`src/rtl/fb_pkg.sv`:
```
// ============================================================================
// Module      : fb_pkg
// Description : Shared types and default sizes for the frame-buffer blocks.
// Revision    : 1.0 - initial release
// ============================================================================
`default_nettype none

package fb_pkg;

   localparam int c_CNT_W_DEF         = 16;
   localparam int c_SETTLE_CYCLES_DEF = 4;

   typedef enum logic [2:0] {
      ST_IDLE    = 3'd0,
      ST_RENDER  = 3'd1,
      ST_WAIT_VB = 3'd2,
      ST_SWAP    = 3'd3,
      ST_SETTLE  = 3'd4
   } swap_state_t;

endpackage

`default_nettype wire

```
`src/rtl/frame_swap_ctrl_if.sv`:
```
// ============================================================================
// Module      : frame_swap_ctrl_if
// Description : Renderer handshake and swap-status bundle of frame_swap_ctrl.
// Revision    : 1.0 - initial release
// ============================================================================
`default_nettype none

interface frame_swap_ctrl_if
   import fb_pkg::*;
#(
   parameter int CNT_W = c_CNT_W_DEF
);
   logic             render_start;
   logic             render_busy;
   logic             render_done;
   logic             front_sel_sys;
   logic             swap_tick_sys;
   logic [CNT_W-1:0] frame_cnt;
   logic [CNT_W-1:0] miss_cnt;

   modport master (
      output render_start, render_busy, front_sel_sys, swap_tick_sys,
             frame_cnt, miss_cnt,
      input  render_done
   );

   modport slave (
      input  render_start, render_busy, front_sel_sys, swap_tick_sys,
             frame_cnt, miss_cnt,
      output render_done
   );
endinterface

`default_nettype wire

```
`src/rtl/Synch2FF.sv`:
```
// ============================================================================
// Module      : Synch2FF
// Description : Two-flop synchronizer for level signals crossing into clk.
// Revision    : 1.0 - initial release
// ============================================================================
`default_nettype none

module Synch2FF #(
   parameter int Data_W = 1
) (
   input  wire logic              clk,
   input  wire logic              rst_n,
   input  wire logic [Data_W-1:0] din,
   output logic      [Data_W-1:0] dout
);
   logic [Data_W-1:0] r_meta;
   logic [Data_W-1:0] r_sync;

   always_ff @(posedge clk or negedge rst_n) begin
      if (!rst_n) begin
         r_meta <= '0;
         r_sync <= '0;
      end else begin
         r_meta <= din;
         r_sync <= r_meta;
      end
   end

   assign dout = r_sync;
endmodule

`default_nettype wire

```
`src/rtl/frame_swap_ctrl.sv`:
```
// ============================================================================
// Module      : frame_swap_ctrl
// Description : Sequences render / wait-vblank / swap / settle for a
//               double-buffered display and counts frames and misses.
// Revision    : 1.0 - initial release
// ============================================================================
`default_nettype none

module frame_swap_ctrl
   import fb_pkg::*;
#(
   parameter int SETTLE_CYCLES = c_SETTLE_CYCLES_DEF,
   parameter int CNT_W         = c_CNT_W_DEF
) (
   input  wire logic         clk_sys,
   input  wire logic         srst_n,
   input  wire logic         enable,
   input  wire logic         vblank_async,
   frame_swap_ctrl_if.master bus
);
   localparam logic [7:0] c_SETTLE_LOAD = 8'(SETTLE_CYCLES - 1);

   swap_state_t      r_state, w_state_nxt;
   logic [7:0]       r_settle, w_settle_nxt;
   logic             w_vb_s, r_vb_d, w_vb_rise;
   logic             r_render_start, r_render_busy, r_front_sel, r_swap_tick;
   logic [CNT_W-1:0] r_frame_cnt, r_miss_cnt;
   logic             w_start_nxt, w_busy_nxt, w_swap_nxt, w_miss_inc;
   logic [CNT_W-1:0] w_frame_nxt, w_miss_nxt;

   Synch2FF #(.Data_W(1)) u_vb_sync (
      .clk   (clk_sys),
      .rst_n (srst_n),
      .din   (vblank_async),
      .dout  (w_vb_s)
   );

   assign w_vb_rise = w_vb_s & ~r_vb_d;

   always_ff @(posedge clk_sys or negedge srst_n) begin
      if (!srst_n) begin
         r_state  <= ST_IDLE;
         r_settle <= '0;
         r_vb_d   <= 1'b0;
      end else begin
         r_state  <= w_state_nxt;
         r_settle <= w_settle_nxt;
         r_vb_d   <= w_vb_s;
      end
   end

   always_comb begin
      w_state_nxt  = r_state;
      w_settle_nxt = r_settle;
      unique case (r_state)
         ST_IDLE: begin
            if (enable) w_state_nxt = ST_RENDER;
         end
         ST_RENDER: begin
            // A rise landing with render_done is consumed by the swap.
            if (bus.render_done && w_vb_rise) w_state_nxt = ST_SWAP;
            else if (bus.render_done)         w_state_nxt = ST_WAIT_VB;
         end
         ST_WAIT_VB: begin
            if (w_vb_rise) w_state_nxt = ST_SWAP;
         end
         ST_SWAP: begin
            w_state_nxt  = ST_SETTLE;
            w_settle_nxt = c_SETTLE_LOAD;
         end
         ST_SETTLE: begin
            if (r_settle == 8'd0) w_state_nxt = enable ? ST_RENDER : ST_IDLE;
            else                  w_settle_nxt = r_settle - 8'd1;
         end
         default: w_state_nxt = ST_IDLE;
      endcase
   end

   // Outputs are computed from the transition and registered with the state.
   always_comb begin
      w_start_nxt = (w_state_nxt == ST_RENDER) && (r_state != ST_RENDER);
      w_busy_nxt  = (w_state_nxt == ST_RENDER);
      w_swap_nxt  = (w_state_nxt == ST_SWAP) && (r_state != ST_SWAP);
      w_miss_inc  = (r_state == ST_RENDER) && w_vb_rise && !bus.render_done;
      w_frame_nxt = r_frame_cnt + CNT_W'(w_swap_nxt);
      w_miss_nxt  = (w_miss_inc && (r_miss_cnt != '1)) ? r_miss_cnt + CNT_W'(1)
                                                         : r_miss_cnt;
   end

   always_ff @(posedge clk_sys or negedge srst_n) begin
      if (!srst_n) begin
         r_render_start <= 1'b0;
         r_render_busy  <= 1'b0;
         r_front_sel    <= 1'b0;
         r_swap_tick    <= 1'b0;
         r_frame_cnt    <= '0;
         r_miss_cnt     <= '0;
      end else begin
         r_render_start <= w_start_nxt;
         r_render_busy  <= w_busy_nxt;
         r_front_sel    <= r_front_sel ^ w_swap_nxt;
         r_swap_tick    <= w_swap_nxt;
         r_frame_cnt    <= w_frame_nxt;
         r_miss_cnt     <= w_miss_nxt;
      end
   end

   assign bus.render_start  = r_render_start;
   assign bus.render_busy   = r_render_busy;
   assign bus.front_sel_sys = r_front_sel;
   assign bus.swap_tick_sys = r_swap_tick;
   assign bus.frame_cnt     = r_frame_cnt;
   assign bus.miss_cnt      = r_miss_cnt;
endmodule

`default_nettype wire

```
`src/flat_wrapper.sv`:
```
// flat-port wrapper written by rule: the top's interface ports become plain ports
module frame_swap_ctrl_flat import fb_pkg::*;
#(
   parameter int SETTLE_CYCLES = c_SETTLE_CYCLES_DEF,
   parameter int CNT_W         = c_CNT_W_DEF
)
  (clk_sys, srst_n, enable, vblank_async, bus_render_start, bus_render_busy, bus_front_sel_sys, bus_swap_tick_sys, bus_frame_cnt, bus_miss_cnt, bus_render_done);
  frame_swap_ctrl_if #(.CNT_W(CNT_W)) bus_i ();
  input  wire logic clk_sys;
  input  wire logic srst_n;
  input  wire logic enable;
  input  wire logic vblank_async;
  output wire logic [$bits(bus_i.render_start)-1:0] bus_render_start;
  output wire logic [$bits(bus_i.render_busy)-1:0] bus_render_busy;
  output wire logic [$bits(bus_i.front_sel_sys)-1:0] bus_front_sel_sys;
  output wire logic [$bits(bus_i.swap_tick_sys)-1:0] bus_swap_tick_sys;
  output wire logic [$bits(bus_i.frame_cnt)-1:0] bus_frame_cnt;
  output wire logic [$bits(bus_i.miss_cnt)-1:0] bus_miss_cnt;
  input wire logic [$bits(bus_i.render_done)-1:0] bus_render_done;
  assign bus_render_start = bus_i.render_start;
  assign bus_render_busy = bus_i.render_busy;
  assign bus_front_sel_sys = bus_i.front_sel_sys;
  assign bus_swap_tick_sys = bus_i.swap_tick_sys;
  assign bus_frame_cnt = bus_i.frame_cnt;
  assign bus_miss_cnt = bus_i.miss_cnt;
  assign bus_i.render_done = bus_render_done;
  frame_swap_ctrl #(.SETTLE_CYCLES(SETTLE_CYCLES), .CNT_W(CNT_W)) u_core (.clk_sys(clk_sys), .srst_n(srst_n), .enable(enable), .vblank_async(vblank_async), .bus(bus_i));
endmodule
```
`config.mk`:
```
export PLATFORM = sky130hd
export DESIGN_NAME = frame_swap_ctrl_flat
export DESIGN_NICKNAME = d
export VERILOG_FILES = /design/src/rtl/fb_pkg.sv /design/src/rtl/frame_swap_ctrl_if.sv /design/src/rtl/Synch2FF.sv /design/src/rtl/frame_swap_ctrl.sv /design/src/flat_wrapper.sv
export SDC_FILE = /design/constraint.sdc
export NUM_CORES = 1
export LEC_CHECK = 0
export CELL_PAD_IN_SITES_DETAIL_PLACEMENT = 0
export CELL_PAD_IN_SITES_GLOBAL_PLACEMENT = 2
export CORE_AREA = 3 3 81 99
export CTS_CLUSTER_SIZE = 10
export DETAILED_ROUTE_END_ITERATION = 12
export DIE_AREA = 0 0 84 102
export PLACE_DENSITY = 0.82
export SLEW_MARGIN = 5
export SYNTH_ARGS = -nofsm -noshare
export SYNTH_HDL_FRONTEND = slang
export SYNTH_HIERARCHICAL = 1
export SYNTH_SLANG_ARGS = --single-unit
export TNS_END_PERCENT = 30
```
`constraint.sdc`:
```
create_clock -name clk_sys -period 2.4 [get_ports clk_sys]
set_clock_uncertainty 0.05 [all_clocks]
set_input_delay 0.48 -clock clk_sys [delete_from_list [all_inputs] [get_ports clk_sys]]
set_output_delay 0.48 -clock clk_sys [all_outputs]
set_load 0.02 [all_outputs]
```
==> out/results.tsv <==
stage	metric	value	unit
floorplan	CORE AREA	7190	sq um
detailed_routing	Total Routed Length	4970	um
sta	Sum Neg Setup Slack	0	ns
clock_tree	Clock Pin Slew Worst Setup and Hold Paths	0.10	ns
power_and_ir_drop	Pleak	1.35	nW
critical_path	reg2reg setup slack	0.36	ns
grt	vias in the first global route	1807	
yosys	mean area per synthesized cell	10.9	sq um
cells_and_area	fraction of layout cells with a size suffix above 1	10.6	%
cells_and_area	Ant. Diodes	0	
critical_path	crit start category	input port	
yosys	Yosys cell types	45	
critical_path	Worst Setup End Kind	flop	
power_and_ir_drop	P per Cell Area	798	nW/um^2
grt	initial antenna violation count	0	
clock_tree	hold-fix buffers at CTS	0	
critical_path	crit-path max FO	5	
critical_path	kind of critical path	input port to flop	
grt	largest net degree at the start of global routing	51	
power_and_ir_drop	Final Power	2.41	mW
grt	gr ovfl total	0	
sta	setup ws final	0.205	ns
cells_and_area	area delta synth->final	29.3	%
sta	Peak Freq	456	MHz
hold_path	Worst Hold Class	input port to asynchronous set/reset pin	
power_and_ir_drop	worst vdd ir	0.346	mV
detailed_routing	vias per cell	4.97	
status	outcome	complete, no violations	
floorplan	Initial Utilization	32.5	%
grt	Total GRT Usage	12.6	%
clock_tree	post-CTS setup buffers	0	
clock_tree	H-tree depth	2	
clock_tree	Clk Latency, worst-skew pair	0.30	ns
critical_path	Critical Path AT	2.38	ns
sta	max-slew violations	0	
clock_tree	CTS buffer count	5	
cells_and_area	fin nets	281	
clock_tree	clock sinks	50	
floorplan	Die Y	102	um
clock_tree	TritonCTS clock tree	yes	
cells_and_area	final core occ	42.0	%
grt	global-route wire length before repair	8760	um
sta	final worst path period share	91.5	%
yosys	post-synthesis sequential area ratio	53.6	%
critical_path	worst reg2reg startpoint	u_core/r_state[1]	
floorplan	DIE AREA	8570	sq um
detailed_routing	first-pass iteration count of the detailed router	4	
place	Detail Placement HPWL	3700	um
detailed_routing	DRT antenna net count	0	
yosys	Post-synth EDFFs	0	
sta	slew margin rel.	58.2	%
yosys	Post-Syn Area	2340	sq um
sta	minimum clock period	2.20	ns
clock_tree	root buffer cell	clkbuf_8	
sta	hold slack	0.219	ns
yosys	Synth Warn #	6	
sta	Worst-Margin Slew	0.627	ns
sta	RSZ-0062 raised after global routing	false	
floorplan	die span in x	84	um
yosys	syn_nets	224	
clock_tree	Resize count post-CTS	0	
clock_tree	CTS Buffer Depth	2	
detailed_routing	vias post-DR	1803	
critical_path	R2R cell count	7	
yosys	post-synthesis cell count	215	
yosys	Synth Flop Type	dfrtp_1	
place	post-place setup slack	-0.142	ns
critical_path	Critical Path RT	2.59	ns
detailed_routing	routed length per instance	13.7	um
sta	endpoints failing hold	0	
yosys	asr flop ratio synth	100	%
sta	setup violation total in the final timing report	0	
critical_path	reg2reg end	u_core/bus.frame_cnt[15]	
yosys	FF+latch count, synth	50	
cells_and_area	# fillers	723	
floorplan	total I/O pin count	41	
floorplan	row cnt	34	
detailed_routing	DRT iter0 DRCs	57	
place	GP Congestion	0.811	
detailed_routing	DRC viols	0	
job	max cap viols	0	
place	# port buffers	40	
-- worst max-delay path by stage --
stage,startpoint,endpoint,cells past startpoint
after floorplan,u_core/r_state[0],u_core/bus.frame_cnt[10],9
after global placement,bus_render_done,u_core/bus.frame_cnt[15],8
after detailed placement,bus_render_done,u_core/bus.frame_cnt[15],8
after CTS,bus_render_done,u_core/bus.frame_cnt[10],9
after global routing,bus_render_done,u_core/bus.frame_cnt[15],8
final,bus_render_done,u_core/bus.frame_cnt[15],8
-- state kept, by name, summed over array words and instances (netlist names) --
register,flops
u_core/bus.front_sel_sys,1
u_core/bus.render_busy,1
u_core/r_settle,8
u_core/bus.render_start,1
u_core/u_vb_sync/dout,1
u_core/u_vb_sync/r_meta,1
u_core/r_state,3
u_core/r_vb_d,1
u_core/bus.miss_cnt,16
u_core/bus.swap_tick_sys,1
u_core/bus.frame_cnt,16
-- synthesized netlist by cell type (2+ instances only) --
cell type | n | area (sq um)
nor2_1 | 18 | 67.6
a21oi_1 | 8 | 40.0
and4_1 | 3 | 26.3
a31oi_1 | 4 | 25.0
mux2i_1 | 4 | 40.0
nand4_1 | 13 | 81.3
nor3_1 | 5 | 25.0
buf_2 | 2 | 10.0
inv_1 | 6 | 22.5
or2_1 | 2 | 12.5
nand2b_1 | 5 | 31.3
nand3_1 | 11 | 55.1
nand2_1 | 15 | 56.3
dfrtp_1 | 50 | 1250
nor2b_1 | 4 | 25.0
and3_1 | 5 | 31.3
ha_1 | 4 | 50.1
nor4_1 | 4 | 25.0
xnor2_1 | 15 | 131
xor2_1 | 11 | 96.3
a32o_1 | 2 | 20.0
-- power by group --
part / leakage, nW / switching, mW / internal, mW
Sequential: 0.661 / 0.155 / 0.983
Clock: 0.0408 / 0.297 / 0.209
Combinational: 0.652 / 0.407 / 0.358
-- final cells by class --
cell class                      instances  area (sq um)  share of cell area [%]
Sequential cell                        50          1250                    41.4
Tap cell                               90           113                    3.73
Inverter                                6          22.5                   0.746
Timing Repair Buffer                   53           493                    16.3
Clock buffer                            5          68.8                    2.28
Multi-Input combinational cell        156          1050                    34.7
Clock inverter                          3          23.8                   0.787
-- routing by layer --
metal | up-vias | track usage [%] | wire [um] | part of all wire, %
met3 | 4 | 3.23 | 235 | 4.7
met5 | - | 0 | 0 | 0
met1 | 879 | 15.6 | 2200 | 44
met4 | 0 | 4.83 | 82 | 1.6
li1 | 881 | - | - | -
met2 | 39 | 21.2 | 2450 | 49
-- per-stage QoR --
step                instance area [sq um]  std cells
floorplan                            2340        215
global placement                     2930        355
detailed placement                   2930        355
CTS                                  3020        363
global route                         3020        363
finish                               3020        363
-- cell usage in the layout (no fill, tap or decap), types with 2 or more instances in the layout --
| cell | n |
|---|---|
| nand2_1 | 15 |
| or2_1 | 2 |
| nand2b_1 | 5 |
| mux2i_1 | 4 |
| xnor2_1 | 15 |
| clkinvlp_4 | 2 |
| dfrtp_1 | 50 |
| nor4_1 | 4 |
| ha_1 | 4 |
| clkdlybuf4s50_1 | 39 |
| nand3_1 | 11 |
| inv_1 | 6 |
| a21oi_1 | 8 |
| nor2_1 | 18 |
| nor2b_1 | 4 |
| clkbuf_8 | 5 |
| a32o_1 | 2 |
| nor3_1 | 5 |
| and4_1 | 3 |
| a31oi_1 | 4 |
| nand4_1 | 13 |
| buf_4 | 13 |
| xor2_1 | 11 |
| and3_1 | 5 |
-- worst max-delay path, stage by stage --
cell             delay, ns
clkdlybuf4s50_1       0.52
nand3b_1              0.09
a21oi_1               0.19
o21a_1                0.18
ha_1                  0.20
nand4_1               0.22
nor4_1                0.34
xor2_1                0.17
-- cell families after synthesis --
kind of cell / synth area share (%)
buf+inv: 1.55
xor+xnor: 9.75
fa+ha+maj: 2.14
simple gates: 23.8
mux: 2.36
compound gates: 6.86
flops: 53.6
(Power assumes the default switching activity.)
